--- config.mk ---
export PLATFORM = sky130hd
export DESIGN_NAME = apb_mem_slave_flat
export DESIGN_NICKNAME = d
export VERILOG_FILES = /design/src/rtl/apb_mem_slave_if.sv /design/src/rtl/apb_mem_slave.sv /design/src/flat_wrapper.sv
export SDC_FILE = /design/constraint.sdc
export NUM_CORES = 1
export LEC_CHECK = 0
export CORE_MARGIN = 8
export CORE_UTILIZATION = 40
export CTS_CLUSTER_DIAMETER = 100
export CTS_CLUSTER_SIZE = 25
export DETAILED_ROUTE_END_ITERATION = 10
export GPL_TIMING_DRIVEN = 0
export PLACE_DENSITY = 0.57
export SLEW_MARGIN = 20
export SYNTH_ARGS = -nofsm -noshare
export SYNTH_HDL_FRONTEND = slang
export SYNTH_SLANG_ARGS = --single-unit
export TNS_END_PERCENT = 20
--- constraint.sdc ---
create_clock -name PCLK -period 1.94 [get_ports PCLK]
set_input_delay 0.388 -clock PCLK [delete_from_list [all_inputs] [get_ports PCLK]]
set_output_delay 0.388 -clock PCLK [all_outputs]
set_load 0.05 [all_outputs]
--- src/rtl/apb_mem_slave_if.sv ---
// APB4 completer bus bundle: requester-driven controls plus completer responses.
interface apb_mem_slave_if #(
    parameter int unsigned ADDR_WIDTH = 32,
    parameter int unsigned DATA_WIDTH = 32
);
    logic                      PSEL;
    logic                      PENABLE;
    logic                      PWRITE;
    logic [ADDR_WIDTH-1:0]     PADDR;
    logic [DATA_WIDTH-1:0]     PWDATA;
    logic [DATA_WIDTH/8-1:0]   PSTRB;
    logic                      PREADY;
    logic [DATA_WIDTH-1:0]     PRDATA;
    logic                      PSLVERR;

    modport master (
        output PSEL, PENABLE, PWRITE, PADDR, PWDATA, PSTRB,
        input  PREADY, PRDATA, PSLVERR
    );

    modport slave (
        input  PSEL, PENABLE, PWRITE, PADDR, PWDATA, PSTRB,
        output PREADY, PRDATA, PSLVERR
    );
endinterface

--- src/rtl/apb_mem_slave.sv ---
// Parametrised APB4 completer over a word-addressed register memory with
// byte strobes, range error response and programmable wait states.
module apb_mem_slave #(
    parameter int unsigned ADDR_WIDTH  = 32,
    parameter int unsigned DATA_WIDTH  = 32,
    parameter int unsigned MEM_DEPTH   = 32,
    parameter int unsigned WAIT_CYCLES = 0
) (
    input logic             PCLK,
    input logic             PRESET,
    apb_mem_slave_if.slave  bus
);
    localparam int unsigned BYTES    = DATA_WIDTH / 8;
    localparam int unsigned LSB      = $clog2(BYTES);
    localparam int unsigned MEM_AW   = (MEM_DEPTH > 1) ? $clog2(MEM_DEPTH) : 1;
    localparam int unsigned CNT_W    = 4;
    localparam bit          HAS_WAIT = (WAIT_CYCLES != 0);

    typedef enum logic [1:0] {ST_IDLE, ST_WAIT, ST_ACCESS} state_t;

    state_t                 state_q, state_n;
    logic [CNT_W-1:0]       cnt_q, cnt_n;
    logic                   write_q, write_n;
    logic                   err_q, err_n;
    logic [MEM_AW-1:0]      idx_q, idx_n;
    logic [DATA_WIDTH-1:0]  prdata_q, prdata_n;
    logic                   pready_q, pready_n;
    logic                   pslverr_q, pslverr_n;
    logic                   mem_we;

    logic [DATA_WIDTH-1:0]  mem [MEM_DEPTH];

    // Full word index including the upper address bits, so any stray high bit
    // lands out of range instead of aliasing into the array.
    logic                   range_err;
    logic [MEM_AW-1:0]      setup_idx;
    assign range_err = 64'(bus.PADDR >> LSB) >= 64'(MEM_DEPTH);
    assign setup_idx = MEM_AW'(bus.PADDR >> LSB);

    always_ff @(posedge PCLK) begin
        if (PRESET) begin
            state_q   <= ST_IDLE;
            cnt_q     <= '0;
            write_q   <= 1'b0;
            err_q     <= 1'b0;
            idx_q     <= '0;
            prdata_q  <= '0;
            pready_q  <= 1'b0;
            pslverr_q <= 1'b0;
        end else begin
            state_q   <= state_n;
            cnt_q     <= cnt_n;
            write_q   <= write_n;
            err_q     <= err_n;
            idx_q     <= idx_n;
            prdata_q  <= prdata_n;
            pready_q  <= pready_n;
            pslverr_q <= pslverr_n;
        end
    end

    always_comb begin
        state_n  = state_q;
        cnt_n    = cnt_q;
        write_n  = write_q;
        err_n    = err_q;
        idx_n    = idx_q;
        prdata_n = prdata_q;
        mem_we   = 1'b0;
        unique case (state_q)
            ST_IDLE: begin
                if (bus.PSEL && !bus.PENABLE) begin
                    write_n = bus.PWRITE;
                    idx_n   = setup_idx;
                    err_n   = range_err;
                    if (!bus.PWRITE) begin
                        prdata_n = range_err ? '0 : mem[setup_idx];
                    end
                    if (HAS_WAIT) begin
                        state_n = ST_WAIT;
                        cnt_n   = CNT_W'(WAIT_CYCLES - 1);
                    end else begin
                        state_n = ST_ACCESS;
                    end
                end
            end
            ST_WAIT: begin
                if (!(bus.PSEL && bus.PENABLE)) begin
                    state_n = ST_IDLE;
                end else if (cnt_q == '0) begin
                    state_n = ST_ACCESS;
                end else begin
                    cnt_n = cnt_q - CNT_W'(1);
                end
            end
            ST_ACCESS: begin
                state_n = ST_IDLE;
                mem_we  = bus.PSEL && bus.PENABLE && write_q && !err_q && !PRESET;
            end
            default: state_n = ST_IDLE;
        endcase
        // Response flags are registered off the next state, never the live bus.
        pready_n  = (state_n == ST_ACCESS);
        pslverr_n = (state_n == ST_ACCESS) && err_n;
    end

    always_ff @(posedge PCLK) begin
        if (mem_we) begin
            for (int i = 0; i < BYTES; i++) begin
                if (bus.PSTRB[i]) begin
                    mem[idx_q][8*i +: 8] <= bus.PWDATA[8*i +: 8];
                end
            end
        end
    end

    assign bus.PREADY  = pready_q;
    assign bus.PSLVERR = pslverr_q;
    assign bus.PRDATA  = prdata_q;
endmodule

--- src/flat_wrapper.sv ---
// flat-port wrapper written by rule: the top's interface ports become plain ports
module apb_mem_slave_flat 
#(
    parameter int unsigned ADDR_WIDTH  = 32,
    parameter int unsigned DATA_WIDTH  = 32,
    parameter int unsigned MEM_DEPTH   = 32,
    parameter int unsigned WAIT_CYCLES = 0
)
  (PCLK, PRESET, bus_PSEL, bus_PENABLE, bus_PWRITE, bus_PADDR, bus_PWDATA, bus_PSTRB, bus_PREADY, bus_PRDATA, bus_PSLVERR);
  apb_mem_slave_if #(.ADDR_WIDTH(ADDR_WIDTH), .DATA_WIDTH(DATA_WIDTH)) bus_i ();
  input logic PCLK;
  input logic PRESET;
  input wire logic [$bits(bus_i.PSEL)-1:0] bus_PSEL;
  input wire logic [$bits(bus_i.PENABLE)-1:0] bus_PENABLE;
  input wire logic [$bits(bus_i.PWRITE)-1:0] bus_PWRITE;
  input wire logic [$bits(bus_i.PADDR)-1:0] bus_PADDR;
  input wire logic [$bits(bus_i.PWDATA)-1:0] bus_PWDATA;
  input wire logic [$bits(bus_i.PSTRB)-1:0] bus_PSTRB;
  output wire logic [$bits(bus_i.PREADY)-1:0] bus_PREADY;
  output wire logic [$bits(bus_i.PRDATA)-1:0] bus_PRDATA;
  output wire logic [$bits(bus_i.PSLVERR)-1:0] bus_PSLVERR;
  assign bus_i.PSEL = bus_PSEL;
  assign bus_i.PENABLE = bus_PENABLE;
  assign bus_i.PWRITE = bus_PWRITE;
  assign bus_i.PADDR = bus_PADDR;
  assign bus_i.PWDATA = bus_PWDATA;
  assign bus_i.PSTRB = bus_PSTRB;
  assign bus_PREADY = bus_i.PREADY;
  assign bus_PRDATA = bus_i.PRDATA;
  assign bus_PSLVERR = bus_i.PSLVERR;
  apb_mem_slave #(.ADDR_WIDTH(ADDR_WIDTH), .DATA_WIDTH(DATA_WIDTH), .MEM_DEPTH(MEM_DEPTH), .WAIT_CYCLES(WAIT_CYCLES)) u_core (.PCLK(PCLK), .PRESET(PRESET), .bus(bus_i));
endmodule
-- After elaboration in Yosys (flattened, before gate mapping)
Memories as Yosys holds them, arrays and structs flattened.
Index checks and enable logic that the tools add are counted.
- add/subtract/negate cells: 1
- magnitude comparators: 1
- equality and inequality tests: 3
- mux-type cells: 20
- bitwise logic cells: 2
- reductions and logical operators: 14
- operators with widths (cell ; number):
    32-bit 2-to-1 mux ; 1
    30-bit by 6-bit >= comparator with 1-bit output (second input constant) ; 1
    1-bit 2-to-1 mux ; 15
    1-bit logical AND ; 6
    2-bit 2-to-1 mux ; 3
    3-bit AND reduction ; 2
    2-bit == test (second input constant) ; 2
    4-bit zero test ; 1
    2-bit one-hot mux with 2 select lines ; 1
    4-bit by 1-bit subtractor with 4-bit output (second input constant) ; 1
    1-bit zero test ; 3
    2-bit by 1-bit == test with 1-bit output (second input constant) ; 1
    2-bit zero test ; 1
    1-bit inverter ; 2
    2-bit AND reduction ; 1
- bits in registers: 47
- RAM bits: 1024
- bits of input ports: 73
- output and inout port bits: 34
- word-level logic and storage cells: 50
- memories: 1
- memories (memory ; words ; width ; read ports ; clocked after memory_dff ; wr ports ; line ; text):
    u_core.mem ; 32 ; 32 ; 1 ; 0 ; 1 ; apb_mem_slave.sv:31 ; logic [DATA_WIDTH-1:0] mem [MEM_DEPTH];

-- Logic depth before layout (Yosys ltp)
- depth in word-level cells: 7
- mapped depth: 8

-- Worst setup path after synthesis
OpenSTA, ideal clock, no wires.
- path kind: input port to flip-flop
- start: input PRESET
- end: memory u_core.mem[10][0] (enable)
- library setup time: 0.370 ns
- arrival time: 1.574 ns
- setup slack: -0.004 ns
- stages: 5
- buffers on the path: 1
- cell sequence: nor4b_1 -> and4_1 -> nand2_1 -> clkbuf_1 -> nor2_1
- word-level cells in the longest chain between the ends: 5
- RTL lines (what ; line ; text):
    from (decl) ; flat_wrapper.sv:12 ; input logic PRESET;
    1-bit zero test ; apb_mem_slave.sv:98 ; mem_we = bus.PSEL && bus.PENABLE && write_q && !err_q && !PRESET;
    1-bit logical AND ; apb_mem_slave.sv:98 ;
    1-bit 2-to-1 mux ; apb_mem_slave.sv:70 ; unique case (state_q)
    1-bit 2-to-1 mux ; apb_mem_slave.sv:108 ; if (mem_we) begin
    1-bit 2-to-1 mux (not written as such) ; apb_mem_slave.sv:111 ; mem[idx_q][8*i +: 8] <= bus.PWDATA[8*i +: 8];
    to (decl) ; apb_mem_slave.sv:31 ;
No other way between the ends.

-- Final worst setup path
- start: register u_core.idx_q[0]
- end: memory u_core.mem[21][2] (enable)
- RTL lines (what ; line ; text):
    from (decl) ; apb_mem_slave.sv:25 ; logic [MEM_AW-1:0] idx_q, idx_n;
    from (signal assigned) ; apb_mem_slave.sv:55 ; idx_q <= idx_n;
No word-level cell before the write port.

==> impl_metrics.env <==
export IMPL_min_from="bus_PWDATA[26]"
export IMPL_failed_checks="setup timing"
export IMPL_maxCapViolations=0
export IMPL_arrival_ns=2.45
export IMPL_synthesis_nets=2257
export IMPL_vias_per_cell=5.86
export IMPL_ys_warn_count=0
export IMPL_crit_path_start="u_core.idx_q[0]"
export IMPL_period_share_pct=107
export IMPL_place_congestion=0.886
export IMPL_cpPeakStageDelay_ns=0.47
export IMPL_die_y_um=338
export IMPL_final_nets=2589
export IMPL_final_antenna_net_count=0
export IMPL_multi_input_area_um2=10400
export IMPL_clk_pin_slew_worst_paths_ns=0.11
export IMPL_cts_sinks=1071
export IMPL_worstPathRequired_ns=2.31
export IMPL_ff2ff_setup_slack_ns=-0.14
export IMPL_synth_edf_count=1024
export IMPL_antenna_found_initial=5
export IMPL_start_util_pct=40.2
export IMPL_place_area_um2=44100
export IMPL_holdCritPathClass="input port to flip-flop"
export IMPL_netlist_instances=2183
export IMPL_drc=0
export IMPL_critical_path_top_delay_family="simple AND/OR/NAND/NOR gates"
export IMPL_cp_buffers_inverters=2
export IMPL_io_buffers=103
export IMPL_synth_area_per_cell_um2=19.0
export IMPL_num_vias=23100
export IMPL_cellPowerDensity_nw_per_um2=792
export IMPL_finalHoldViolations=0
export IMPL_yosysSeqAreaShare_pct=76.5
export IMPL_grt_max_degree=33
export IMPL_critPathKind="flip-flop to flip-flop"
export IMPL_critical_path_cell_count=5
export IMPL_setup_viol=1004
export IMPL_dp_hpwl_um=83100
export IMPL_outcome="complete, but fails checks"
export IMPL_critPathLaunchType="flip-flop"
export IMPL_r2r_cells=5
export IMPL_io_pins=107
export IMPL_yosysTopAreaCell="edfxtp_1"
export IMPL_relSlewSlack_pct=47.1
export IMPL_ys_flop_type="edfxtp_1"
export IMPL_first_iter_violations=3155
export IMPL_final_cells=3937
export IMPL_timing_rr_start="u_core.idx_q[0]"
export IMPL_fin_setup_tns_ns=-59.06
export IMPL_nFillCells=8419
export IMPL_first_global_vias=23000
export IMPL_crit_fanout=8
export IMPL_peakVddDrop_mv=0.797
export IMPL_r2r_end="u_core.mem[21][2]"
export IMPL_grt_setup_unrepaired="yes"
export IMPL_cts_htree_levels=2
export IMPL_endpoint="u_core.mem[21][2]"
export IMPL_p_leak_uw=0.0161
export IMPL_regArea_um2=31700
export IMPL_row_count=118
export IMPL_worst_setup_path_end_kind="flip-flop"
export IMPL_async_reset_ff_share_pct=0
export IMPL_finalClockSkew_ns=0.0312
export IMPL_drt_total_wl_um=126000
export IMPL_die_area_um2=114000
export IMPL_post_route_cell_area_um2=50300
export IMPL_cts_buffers=48
export IMPL_area_delta_synth_final_pct=21.5
export IMPL_ys_types=44
export IMPL_grt_pass1_wl_um=174000
export IMPL_netlist_top_cells_area="edfxtp_1 74%, mux4_2 8.8%, mux2i_1 4.8%, dfxtp_1 2.3%, nor2_1 1.7%"
export IMPL_cts_root_buf="clkbuf_16"
export IMPL_gr_total_overflow=0
export IMPL_cts_buffer_depth=3
export IMPL_core_area_um2=103000
export IMPL_grt_usage_pct=21.6
export IMPL_yosysMostFrequentCell="edfxtp_1"
export IMPL_path_cells="nor2b_1, clkbuf_2, nand2_1, nor2_4, buf_12"
export IMPL_cts_tree="yes"
export IMPL_wl_per_cell_um=32.0
export IMPL_dp_cells=3666
export IMPL_die_x_um=338
export IMPL_ys_ff_latch=1071
export IMPL_fin_crit_ns=2.08
export IMPL_fin_ws_ns=-0.144
export IMPL_drive_above_1_share_pct=31.2
export IMPL_slowest_stage="dfxtp_1"
export IMPL_synth_common_cells="1024 x edfxtp_1, 197 x mux2i_1, 189 x nor2_1"
export IMPL_yosys_area_top_type_share_pct=74.2
export IMPL_max_slew_worst_pin_slew_ns=0.794
export IMPL_drt_pass1_iterations=5
export IMPL_netlist_area_um2=41400
export IMPL_report_final_slew_viol_count=0
export IMPL_clock_latency_ns=0.67
export IMPL_max_clock_freq_ghz=0.480
kinds of logic after synthesis:
logic type	after synthesis	share of synthesized area (%)
DFF	1071	76.5
buffers and inverters	133	1.72
xor gates and xnor gates	3	0.0634
muxes	390	14.4
and+or+nand+nor	423	4.34
AOI/OAI and AO/OA	162	2.95
adders and majority gates	1	0.0302
stage by stage:
step	hold WS [ns]	setup slack, ns	power, uW	util [%]
finish	0.259	-0.144	39900	48.8
detailed placement	0.449	-2.10	28100	42.8
global route	0.251	-0.196	40900	48.8
CTS	0.276	-0.126	39900	48.5
floorplan	0.433	-0.00379	27000	-
global placement	0.448	-2.03	28100	42.9
worst min path at each step:
stage	depth (start not counted)	to	slack, ns
after floorplan	1	u_core.write_q	0.43
after global placement	2	u_core.bus.PRDATA[18]	0.45
after detailed placement	2	u_core.bus.PRDATA[18]	0.45
after CTS	1	u_core.mem[31][7]	0.28
after global routing	1	u_core.mem[7][31]	0.25
final	1	u_core.mem[7][26]	0.26
layout make-up:
type	instances	share of cell area, %
Inverter	2	0.0149
Clock buffer	87	2.72
Buffer	126	2.62
Sequential cell	1071	63.0
Timing Repair Buffer	287	7.52
Antenna cell	2	0.00994
Multi-Input combinational cell	979	20.6
Clock inverter	3	0.0945
Tap cell	1380	3.43
repair_timing:
item                                   4_1_cts  5_1_grt
setup endpoints to repair                 1093     1078
endpoints found under the hold margin        0        0
setup buffers                              159       12
pin swaps                                  133       19
hold buffers                                 0        0
cloned                                       9        4
gates resized for setup                    597       77
worst register-to-register path, delay by kind of cell (launching register included):
kind / cells / cell delay [ns]
DFF: 1 / 0.47
and+or+nand+nor: 3 / 0.83
buffers and inverters: 2 / 0.49
metal layers:
metal	vias up	wire [um]	track usage (%)
met3	253	13000	5.14
met5	-	0	0
met4	0	5450	7.93
met1	12200	49700	29.7
li1	9407	-	-
met2	1246	57900	33.8
sequential cells by signal, indices dropped and copies added (netlist names):
signal and flops:
u_core.mem 1024, u_core.bus.PSLVERR 1, u_core.bus.PREADY 1, u_core.write_q 1, u_core.bus.PRDATA 32, u_core.cnt_q 4
u_core.idx_q 5, u_core.err_q 1, u_core.state_q 2
placed cells by master, fill, tap and decap left out, types with 9 or more instances in the layout:
cell	synthesis	routed
clkbuf_2	3	33
a22o_1	14	14
o221ai_1	45	45
clkbuf_16	0	64
mux2i_1	197	194
buf_12	0	124
nand2_1	141	128
clkbuf_1	64	44
buf_4	26	55
o21ai_0	17	17
mux2_2	32	32
nor4_1	20	12
nor2_4	0	129
o31ai_1	32	32
clkdlybuf4s50_1	0	33
mux4_2	161	161
clkbuf_4	0	12
clkdlybuf4s15_2	0	10
buf_6	11	44
edfxtp_1	1024	1024
nor3_2	0	12
nor2_1	189	59
nand2_2	0	9
dlygate4sd2_1	0	11
o22ai_1	17	17
nor3_1	40	22
a22oi_1	17	16
dfxtp_1	47	43
buf_2	22	52
buf_8	0	11
where the power goes:
| part | switching (uW) | internal [uW] |
|---|---|---|
| registers | 18.6 | 25300 |
| clock network | 7050 | 4980 |
| logic | 1680 | 875 |
No activity file was read; power rests on OpenSTA's default activity.
